### config.mk
export PLATFORM = sky130hd
export DESIGN_NAME = uart_tx_arbiter
export DESIGN_NICKNAME = d
export VERILOG_FILES = /design/src/rtl/uart_tx_arbiter_pkg.sv /design/src/rtl/uart_tx_arbiter_rr_picker.sv /design/src/rtl/uart_tx_arbiter.sv
export SDC_FILE = /design/constraint.sdc
export NUM_CORES = 1
export LEC_CHECK = 0
export ABC_AREA = 1
export BUFFER_PORTS_ARGS = -buffer_cell sky130_fd_sc_hd__buf_2
export CAP_MARGIN = 20
export CORE_ASPECT_RATIO = 0.75
export CORE_MARGIN = 2
export CORE_UTILIZATION = 45
export CTS_CLUSTER_SIZE = 20
export DETAILED_ROUTE_END_ITERATION = 12
export MAX_ROUTING_LAYER = met4
export PLACE_DENSITY = 0.73
export SYNTH_ARGS = -nofsm -noshare
export SYNTH_HDL_FRONTEND = slang
export SYNTH_HIERARCHICAL = 1
export SYNTH_SLANG_ARGS = --single-unit
### constraint.sdc
create_clock -name clk -period 2.4 [get_ports clk]
set_input_delay 0.12 -clock clk [delete_from_list [all_inputs] [get_ports clk]]
set_output_delay 0.12 -clock clk [all_outputs]
set_load 0.05 [all_outputs]
### src/rtl/uart_tx_arbiter_pkg.sv
// Shared encodings for the UART TX packet arbiter: FSM states and the
// header tag nibble sent ahead of each packet when ID headers are enabled.
package uart_tx_arbiter_pkg;

  typedef enum logic [1:0] {
    ST_IDLE   = 2'd0,
    ST_HDR    = 2'd1,
    ST_STREAM = 2'd2
  } arb_state_e;

  localparam logic [3:0] ARB_HDR_TAG = 4'hA;

endpackage

### src/rtl/uart_tx_arbiter_rr_picker.sv
// Combinational round-robin picker: returns the one-hot first requester
// at or after ptr_i, wrapping from NUM_REQ-1 back to 0.
module rr_picker #(
  parameter int NUM_REQ = 4,
  parameter int PW      = $clog2(NUM_REQ)
) (
  input  logic [NUM_REQ-1:0] req_i,
  input  logic [PW-1:0]      ptr_i,
  output logic [NUM_REQ-1:0] gnt_o
);

  always_comb begin
    int   idx;
    logic found;
    gnt_o = '0;
    found = 1'b0;
    idx   = 0;
    for (int i = 0; i < NUM_REQ; i++) begin
      idx = int'(ptr_i) + i;
      if (idx >= NUM_REQ) idx = idx - NUM_REQ;
      if (!found && req_i[idx]) begin
        gnt_o[idx] = 1'b1;
        found      = 1'b1;
      end
    end
  end

endmodule

### src/rtl/uart_tx_arbiter.sv
// Packet-level round-robin arbiter sharing one UART TX port among NUM_REQ
// requesters, with idle watchdog. Define UART_ARB_ID_HEADER_EN for ID headers.
module uart_tx_arbiter
  import uart_tx_arbiter_pkg::*;
#(
  parameter int NUM_REQ      = 4,
  parameter int IDLE_TIMEOUT = 4096
) (
  input  logic                 clk,
  input  logic                 reset,
  input  logic [NUM_REQ-1:0]   i_req_valid,
  input  logic [NUM_REQ*8-1:0] i_req_data,
  input  logic [NUM_REQ-1:0]   i_req_last,
  output logic [NUM_REQ-1:0]   o_req_ready,
  output logic [7:0]           o_tx_data,
  output logic                 o_tx_data_valid,
  input  logic                 i_tx_ready,
  output logic [NUM_REQ-1:0]   o_grant,
  output logic                 o_busy,
  output logic                 o_timeout
);

  localparam int PW = (NUM_REQ > 1) ? $clog2(NUM_REQ) : 1;
  localparam int CW = $clog2(IDLE_TIMEOUT + 1);

  arb_state_e         state_q, state_d;
  logic [NUM_REQ-1:0] grant_q, grant_d;
  logic [PW-1:0]      ptr_q, ptr_d;
  logic [CW-1:0]      cnt_q, cnt_d;
  logic               timeout_q, timeout_d;

  logic [NUM_REQ-1:0] pick;
  logic [PW-1:0]      gidx, pidx;
  logic [7:0]         g_data;
  logic               g_valid, g_last, accept;

  rr_picker #(.NUM_REQ(NUM_REQ), .PW(PW)) u_pick (
    .req_i (i_req_valid),
    .ptr_i (ptr_q),
    .gnt_o (pick)
  );

  always_comb begin
    gidx = '0;
    pidx = '0;
    for (int k = 0; k < NUM_REQ; k++) begin
      if (grant_q[k]) gidx = PW'(k);
      if (pick[k])    pidx = PW'(k);
    end
  end

  assign g_data  = i_req_data[gidx*8 +: 8];
  assign g_valid = i_req_valid[gidx];
  assign g_last  = i_req_last[gidx];

  // Data path is a pure pass-through in STREAM so the UART sees zero added latency.
  always_comb begin
    o_tx_data       = '0;
    o_tx_data_valid = 1'b0;
    o_req_ready     = '0;
    case (state_q)
      ST_STREAM: begin
        o_tx_data       = g_data;
        o_tx_data_valid = g_valid;
        o_req_ready     = grant_q & {NUM_REQ{i_tx_ready}};
      end
`ifdef UART_ARB_ID_HEADER_EN
      ST_HDR: begin
        o_tx_data       = {ARB_HDR_TAG, 4'(gidx)};
        o_tx_data_valid = 1'b1;
      end
`endif
      default: ;
    endcase
  end

  assign accept = o_tx_data_valid && i_tx_ready;

  always_comb begin
    state_d   = state_q;
    grant_d   = grant_q;
    ptr_d     = ptr_q;
    cnt_d     = cnt_q;
    timeout_d = 1'b0;
    case (state_q)
      ST_IDLE: begin
        if (|i_req_valid) begin
          grant_d = pick;
          ptr_d   = (pidx == PW'(NUM_REQ - 1)) ? '0 : pidx + 1'b1;
          cnt_d   = '0;
`ifdef UART_ARB_ID_HEADER_EN
          state_d = ST_HDR;
`else
          state_d = ST_STREAM;
`endif
        end
      end
`ifdef UART_ARB_ID_HEADER_EN
      ST_HDR: begin
        if (i_tx_ready) begin
          state_d = ST_STREAM;
          cnt_d   = '0;
        end
      end
`endif
      ST_STREAM: begin
        // A last byte always beats a watchdog expiry: accept implies no stall.
        if (accept) begin
          cnt_d = '0;
          if (g_last) begin
            state_d = ST_IDLE;
            grant_d = '0;
          end
        end else if (!g_valid) begin
          if (cnt_q == CW'(IDLE_TIMEOUT - 1)) begin
            timeout_d = 1'b1;
            state_d   = ST_IDLE;
            grant_d   = '0;
            cnt_d     = '0;
          end else begin
            cnt_d = cnt_q + 1'b1;
          end
        end
      end
      default: begin
        state_d = ST_IDLE;
        grant_d = '0;
      end
    endcase
  end

  always_ff @(posedge clk) begin
    if (reset) begin
      state_q   <= ST_IDLE;
      grant_q   <= '0;
      ptr_q     <= '0;
      cnt_q     <= '0;
      timeout_q <= 1'b0;
    end else begin
      state_q   <= state_d;
      grant_q   <= grant_d;
      ptr_q     <= ptr_d;
      cnt_q     <= cnt_d;
      timeout_q <= timeout_d;
    end
  end

  assign o_grant   = grant_q;
  assign o_busy    = (state_q != ST_IDLE);
  assign o_timeout = timeout_q;

endmodule
[After elaboration in Yosys (flattened, before gate mapping)]
Index checks and enable logic that the tools add are counted.
Operators by class
  $add $sub $neg: 9
  magnitude comparators: 13
  equality and inequality tests: 7
  shift operators: 1
  muxes and demuxes: 63
  bitwise logic cells: 5
  reductions and logical operators: 19
Operators with widths (number)
  >= comparator 32 x 1 -> 1 bit (second input constant): 4
  less-than comparator 32 x 4 -> 1 bit (second input constant): 4
  two-way mux 32 bit: 4
  >= comparator 32 x 4 -> 1 bit (second input constant): 3
  subtractor 32 x 4 -> 32 bit (second input constant): 3
  two-way mux 13 bit: 4
  two-way mux 4 bit: 10
  indexed part select 32 x 6 -> 8 bit: 1
  one-hot mux 13 bit (2 select lines): 1
  two-way mux 1 bit: 21
  two-way mux 2 bit: 10
  adder 13 x 1 -> 13 bit (second input constant): 1
  == test 13 x 12 -> 1 bit (second input constant): 1
  binary-select mux 1 bit (select 2 bit): 6
  OR 4 bit: 3
  != test 3 bit (second input constant): 3
  demux 1 bit (select 2 bit): 4
  logical AND 1 bit: 8
  two-way mux 8 bit: 1
  one-hot mux 4 bit (2 select lines): 1
  OR reduction 4 bit: 2
  adder 2 x 2 -> 3 bit (second input constant): 2
  bitwise AND 4 bit: 1
  == test 2 bit (second input constant): 2
  14 further kinds: 17
Storage, ports and cells
  register bits: 22
  bits of input ports: 43
  output and inout bits: 19
  word-level logic and storage cells: 122

[Logic depth before layout (Yosys ltp)]
Gate-level depths: netlist of the first run.
  depth in word-level cells: 20
  mapped depth: 12
  mapped depth without buffers: 12

[Hierarchy]
The synthesis of the first run kept the hierarchy.
Modules (own cells, without submodules)
  uart_tx_arbiter: times used 1, cells an instance 239, area each 1422.6 µm², seq. area each 420.4 µm²
  rr_picker: times used 1, cells an instance 75, area each 421.7 µm², seq. area each 0.0 µm²

[Least setup slack after synthesis of the first run]
Ideal clock, no wire load.
  kind: reg-to-reg
  start point: reg grant_q[3] (netlist: o_grant[3])
  end point: reg state_q[1]
  setup time: 0.070 ns
  arrival time: 2.306 ns
  data required time: 2.330 ns
  setup slack: 0.024 ns
  stages on the path, launching flop included: 11
  buffers on the path: 0
  period minus slack after synthesis: 2.376 ns
  cell sequence: dfxtp_1 inv_1 nand2_4 nand2_1 nand2_2 nand2_2 nor2_1 nand2_1 nand3_2 nand2_1 a21oi_1
On the way
  word-level cells in the longest chain between the ends: 7
  elaborated cells between the ends (all ways): 13
  those cells by class: eq/ne: 3; mux: 8; reduce/logical: 2
RTL lines
  start, declared: line uart_tx_arbiter.sv:27  | logic [NUM_REQ-1:0] grant_q, grant_d;
  start signal, assigned: line uart_tx_arbiter.sv:141  | grant_q <= grant_d;
  two-way mux 2 bit *: line uart_tx_arbiter.sv:47  | if (grant_q[k]) gidx = PW'(k);
  binary-select mux 1 bit (select 2 bit) *: line uart_tx_arbiter.sv:53  | assign g_valid = i_req_valid[gidx];
  two-way mux 1 bit (implied by the code) *: line uart_tx_arbiter.sv:53
  two-way mux 1 bit *: line uart_tx_arbiter.sv:61  | case (state_q)
  named net o_tx_data_valid: line uart_tx_arbiter.sv:16  | output logic o_tx_data_valid,
  logical AND 1 bit *: line uart_tx_arbiter.sv:77  | assign accept = o_tx_data_valid && i_tx_ready;
  != test 3 bit (no line) / two-way mux 2 bit (equally long branches)
  AND reduction 4 bit (no line) / one-hot mux 2 bit (2 select lines) (equally long branches)
  end signal, assigned: line uart_tx_arbiter.sv:140  | state_q <= state_d;
  end, declared: line uart_tx_arbiter.sv:26  | arb_state_e state_q, state_d;
Mark *: on every way through the listed nets, which the timed path passes. The rest lies on a longest branch. The select of a mux whose other input is x is not followed.
A chain may end at the register's enable or synchronous reset.

[Worst setup path after layout of the first run]
  start point: reg grant_q[1] (netlist: o_grant[1])
  end point: out o_tx_data[5]
On the way
  word-level cells in the longest chain between the ends: 5
RTL lines
  two-way mux 1 bit: line uart_tx_arbiter.sv:47
  two-way mux 2 bit (2 in a row): line uart_tx_arbiter.sv:47
  indexed part select 32 x 6 -> 8 bit: line uart_tx_arbiter.sv:52  | assign g_data = i_req_data[gidx*8 +: 8];
  two-way mux 8 bit: line uart_tx_arbiter.sv:61
  end, declared: line uart_tx_arbiter.sv:15  | output logic [7:0] o_tx_data,
Every way passes these cells.

==> impl_metrics.env, run 1 <==
export IMPL_vias=2153
export IMPL_critPathBufInv=2
export IMPL_required_ns=2.28
export IMPL_synth_most_common_cell="nand2_1"
export IMPL_root_buffer="clkbuf_8"
export IMPL_port_buffers=61
export IMPL_critPathKind="reg -> out"
export IMPL_clockBufferDepth=2
export IMPL_grt_pass1_wl_microns=8328
export IMPL_crit_path_start_kind="flip-flop"
export IMPL_gp_congestion=0.8927
export IMPL_yosysTopAreaCell="dfxtp_1"
export IMPL_path_common_cell="a21oi_1"
export IMPL_vias_per_cell=4.995
export IMPL_yosysSeqAreaShare=0.2280
export IMPL_fmax_ghz=0.4827
export IMPL_critPathMaxFanout=11
export IMPL_wirelength_microns=5023
export IMPL_ir_worst_vdd_mv=0.5449
export IMPL_post_cts_resized=0
export IMPL_cts_buffers=3
export IMPL_async_reset_ff_frac=0
export IMPL_drc=0
export IMPL_dpl_cell_area_sq_mm=0.002205
export IMPL_cts_sinks=21
export IMPL_insertion_delay_ns=0.27
export IMPL_grt_overflow=0
export IMPL_tns_ns=0
export IMPL_hpwlAfterDp_microns=3934
export IMPL_syn_area_sq_mm=0.001844
export IMPL_grt_max_degree=26
export IMPL_drt_pass1_iterations=4
export IMPL_yosys_top_cells_count="71 x nand2_1, 58 x nor2_1, 41 x nand3_1, 30 x inv_1, 24 x a21oi_1"
export IMPL_antenna_cells=0
export IMPL_startpoint="o_grant[1]"
export IMPL_rsz0062_at_grt="no"
export IMPL_synth_warnings=6
export IMPL_ys_types=27
export IMPL_synthToLayoutAreaGrowth_pct=21.98
export IMPL_path_cells="buf_4 > a21oi_1 > o21ai_0 > a21oi_1 > buf_2"
export IMPL_cap_violations=0
export IMPL_synth_edff_count=0
export IMPL_ys_flop_type="dfxtp_1"
export IMPL_grt_pass1_vias=1872
export IMPL_synth_seq_cells=21
export IMPL_die_area_sq_mm=0.004632
export IMPL_ios=62
export IMPL_first_iter_violations=91
export IMPL_setup_violations=0
export IMPL_antenna_left=0
export IMPL_final_cell_area_sq_mm=0.002250
export IMPL_dieWidth_microns=77.92
export IMPL_regToRegStartpoint="ptr_q[0]"
export IMPL_drive_above_1_share=0.2394
export IMPL_nNetsFinal=429
export IMPL_ctsHoldBuffers=0
export IMPL_yosysTopAreaCellShare=0.2280
export IMPL_crit_path_end_kind="primary output"
export IMPL_drv_slew=0
export IMPL_p_leak_nw=1.112
export IMPL_finalHoldViolCount=0
export IMPL_critPathTopFamily="compound AO/OA/AOI/OAI gates"
export IMPL_synth_area_per_cell_sq_um=5.873
export IMPL_n_fill_cell=423
export IMPL_grtUsageTotal=0.2296
export IMPL_min_period_ns=2.071
export IMPL_die_h_microns=59.44
export IMPL_synthTopCellsByArea="dfxtp_1 23%, nand2_1 14%, nor2_1 12%"
export IMPL_maxSlewHeadroom=0.6053
export IMPL_cp_arrival_ns=1.95
export IMPL_worst_pin_slew_ns=0.5920
export IMPL_syn_inst=314
export IMPL_clkTransAtPathRegs_ns=0.08
export IMPL_core_sq_mm=0.004004
export IMPL_start_util=0.4606
export IMPL_p_per_area_mw_per_mm2=1053
export IMPL_antenna_found_initial=0
export IMPL_cts_tree="built"
export IMPL_rows=20
export IMPL_finClkSkew_ns=0.005886
export IMPL_post_cts_setup_buffers=0
export IMPL_cpPeakStageDelay_ns=0.50
export IMPL_routedWlPerCell_microns=11.65
export IMPL_cts_htree_levels=1
export IMPL_crit_slowest_cell="a21oi_1"
export IMPL_fin_crit_sh=0.8631
export IMPL_status="finished clean"
export IMPL_min_path_type="in -> reg"
export IMPL_hp_start="reset"
export IMPL_syn_nets=366
## through the flow
step | util | power [W] | setup slack (ns) | instances | hold WS (ns)
finish | 0.5619 | 0.002369 | 0.3285 | 431 | 0.1279
detailed placement | 0.5506 | 0.002118 | 0.4802 | 427 | 0.4057
global placement | 0.5506 | 0.002103 | 0.5543 | 427 | 0.3996
global route | 0.5619 | 0.002589 | 0.06822 | 431 | 0.1235
floorplan | - | 0.001763 | 0.02415 | 314 | 0.4168
CTS | 0.5619 | 0.002362 | 0.3277 | 431 | 0.1253
## registers in the layout, indices dropped and copies added, names as in the netlist
name / cells
ptr_q: 2
o_timeout: 1
state_q: 1
o_grant: 4
cnt_q: 13
## area by class of cell
cell class,count,area (sq um),share of cell area
tap,55,68.82,0.03059
clock buffer,4,45.04,0.02002
inverter,34,127.6,0.05673
sequential,21,420.4,0.1869
multi-input combinational,252,1252,0.5567
timing repair buffer,65,335.3,0.1491
## final timing paths
kind,endpoint,slack (ns),cells after the start
max,o_tx_data[5],0.33,5
min,o_grant[3],0.13,2
max reg2reg,ptr_q[1],0.44,12
min reg2reg,cnt_q[12],0.47,2
## worst reg2reg max path: stages, from the launching register on
cell	delay, ns
dfxtp_1	0.40
inv_2	0.12
ha_1	0.36
inv_1	0.11
nand3_1	0.08
nand2_1	0.11
nand2_4	0.07
nor2_4	0.13
nand2_1	0.06
nand3_1	0.06
nand2_1	0.09
a21o_1	0.19
a21oi_1	0.10
## logic make-up (layout without fill, tap and decap cells)
| kind of cell | count (synthesis) | after routing | share of synthesized area |
|---|---|---|---|
| AND/OR/NAND/NOR | 193 | 193 | 0.4756 |
| AO/OA/AOI/OAI | 49 | 49 | 0.1377 |
| buffers and inverters | 41 | 103 | 0.09294 |
| flip-flops | 21 | 21 | 0.2279 |
| adder cells (fa/ha/maj) | 9 | 9 | 0.06106 |
| XOR/XNOR | 1 | 1 | 0.004750 |
## placed cells by master, fill, tap and decap left out, types with 4 or more instances in the layout
cell and count:
a21oi_1 24, buf_2 61, buf_4 4, dfxtp_1 21, ha_1 9, inv_1 30, nand2_1 71, nand2_2 7
nand3_1 41, nor2_1 58, o21ai_0 21
## layer usage
| layer | GRT usage | wire length (microns) |
|---|---|---|
| met4 | 0.04261 | 31 |
| met2 | 0.3522 | 2011 |
| met5 | - | 0 |
| met1 | 0.3152 | 2566 |
| met3 | 0.05030 | 412 |
## report_power, final
group	total, W	internal, W	leakage (nW)	switching, W
Clock	0.000244	0.000119	0.0228	0.000125
Sequential	0.000465	0.000402	0.171	0.0000626
Combinational	0.00166	0.000497	0.918	0.00116
Note: power is estimated with default switching activity, not from simulation.
==> run 2, diff against run 1 <==
BUFFER_PORTS_ARGS = -buffer_cell sky130_fd_sc_hd__buf_4   (was -buffer_cell sky130_fd_sc_hd__buf_2)
==> run 2 against run 1 <==
Count of clock-buffer cells in the layout unchanged; sequential power increased by 0.9%; critical path type unchanged; clock skew decreased by 0.0043 ns; critical path depth increased by 1.
==> impl_metrics.env, run 2 (same netlist as run 1, synthesis figures left out) <==
export IMPL_status="finished clean"
export IMPL_layout_common_cells="71 x nand2_1, 66 x buf_4, 58 x nor2_1, 41 x nand3_1, 30 x inv_1"
export IMPL_wl_met2_microns=2239
export IMPL_maxSlewHeadroom=0.7263
export IMPL_crit_path_start_kind="flip-flop"
export IMPL_final_cell_area_sq_mm=0.002410
export IMPL_drv_slew=0
export IMPL_port_buffers=61
export IMPL_critPathTopFamily="buffers and inverters"
export IMPL_core_sq_mm=0.004004
export IMPL_cts_buffers=3
export IMPL_path_cells="buf_4 > a21oi_1 > buf_4 > o21ai_0 > a21oi_1 > buf_4"
export IMPL_dr_wl_met3_microns=526
export IMPL_p_leak_nw=1.155
export IMPL_drc=0
export IMPL_clkTransAtPathRegs_ns=0.07
export IMPL_cpPeakStageDelay_ns=0.37
export IMPL_grt_max_degree=26
export IMPL_hpwlAfterDp_microns=4136
export IMPL_drive_above_1_share=0.2414
export IMPL_start_util=0.4606
export IMPL_crit_slowest_cell="dfxtp_1"
export IMPL_required_ns=2.28
export IMPL_vias=2176
export IMPL_die_area_sq_mm=0.004632
export IMPL_grt_overflow=0
export IMPL_grt_pass1_vias=1938
export IMPL_die_h_microns=59.44
export IMPL_min_path_type="in -> reg"
export IMPL_layout_commonest_cell="nand2_1"
export IMPL_final_util=0.6019
export IMPL_finClkSkew_ns=0.001542
export IMPL_largest_reg_flops=13
export IMPL_path_common_cell="buf_4"
export IMPL_ctsHoldBuffers=0
export IMPL_highest_layer="met4"
export IMPL_critPathKind="reg -> out"
export IMPL_dieWidth_microns=77.92
export IMPL_gp_congestion=0.8591
export IMPL_tns_ns=0
export IMPL_setup_violations=0
export IMPL_insertion_delay_ns=0.25
export IMPL_regMostFlops="cnt_q"
export IMPL_cts_htree_levels=1
export IMPL_finalWorstSetupSlack_ns=0.4343
export IMPL_critPathMaxFanout=11
export IMPL_synthToLayoutAreaGrowth_pct=30.66
export IMPL_drt_pass1_iterations=5
export IMPL_cap_violations=0
export IMPL_rsz0062_at_grt="no"
export IMPL_finalHoldViolCount=0
export IMPL_rows=20
export IMPL_place_ws_ns=0.5048
export IMPL_grtUsageTotal=0.2432
export IMPL_vias_per_cell=5.037
export IMPL_antenna_left=0
export IMPL_routedWlPerCell_microns=12.10
export IMPL_cp_arrival_ns=1.85
export IMPL_drt_met1_wl_microns=2441
export IMPL_crit_path_end_kind="primary output"
export IMPL_cts_tree="built"
export IMPL_first_iter_violations=90
export IMPL_clockBufferDepth=2
export IMPL_worst_pin_slew_ns=0.4101
export IMPL_min_period_ns=1.966
export IMPL_cts_sinks=21
export IMPL_antenna_found_initial=0
export IMPL_critPathBufInv=3
export IMPL_ir_worst_vdd_mv=0.5143
export IMPL_nNetsFinal=430
export IMPL_wirelength_microns=5226
export IMPL_post_cts_resized=0
export IMPL_fmax_ghz=0.5087
export IMPL_antenna_cells=0
export IMPL_fin_crit_sh=0.8191
export IMPL_post_cts_setup_buffers=0
export IMPL_root_buffer="clkbuf_8"
export IMPL_ios=62
export IMPL_dpl_cell_area_sq_mm=0.002365
export IMPL_p_per_area_mw_per_mm2=1021
export IMPL_grt_pass1_wl_microns=8852
## run 2: final cells by class
cell class | instances | area, sq um
multi-input cells | 252 | 1252
well taps | 55 | 68.82
inverters | 34 | 127.6
flip-flops and latches | 21 | 420.4
repair buffers | 66 | 495.5
fillers | 400 | 1594
clock buffers | 4 | 45.04
## run 2: worst paths after layout
kind | from | end | slack (ns) | cells past startpoint
setup / recovery | o_grant[1] | o_tx_data[5] | 0.43 | 6
hold reg to reg | cnt_q[12] | cnt_q[12] | 0.45 | 2
hold / removal | reset | o_grant[0] | 0.09 | 2
setup reg to reg | ptr_q[0] | ptr_q[1] | 0.47 | 12
## run 2: metal layers
layer,GRT usage,vias up
met5,-,-
met4,0.03509,0
met3,0.04573,2
met2,0.3892,96
met1,0.3305,931
li1,-,1147
## run 2: worst register-to-register path, stage by stage, from the launching register on
cell and delay, ns:
dfxtp_1 0.40, inv_2 0.13, ha_1 0.36, inv_1 0.10, nand3_1 0.07, nand2_1 0.10
nand2_4 0.07, nor2_4 0.13, nand2_1 0.07, nand3_1 0.06, nand2_1 0.08, a21o_1 0.19
a21oi_1 0.11
## run 2: power by group
group	switching (W)	internal (W)	leakage, nW
combinational	0.00118	0.000582	0.961
sequential	0.0000663	0.000402	0.171
clock	0.000109	0.000118	0.0228
total	0.00136	0.00110	1.15
## run 2: through the flow
step	power [W]	hold WS, ns	instances
after floorplan	0.001763	0.4168	314
after global placement	0.002202	0.3576	428
after detailed placement	0.002221	0.3578	428
after CTS	0.002456	0.08189	432
after global routing	0.002670	0.08793	432
final	0.002459	0.08930	432
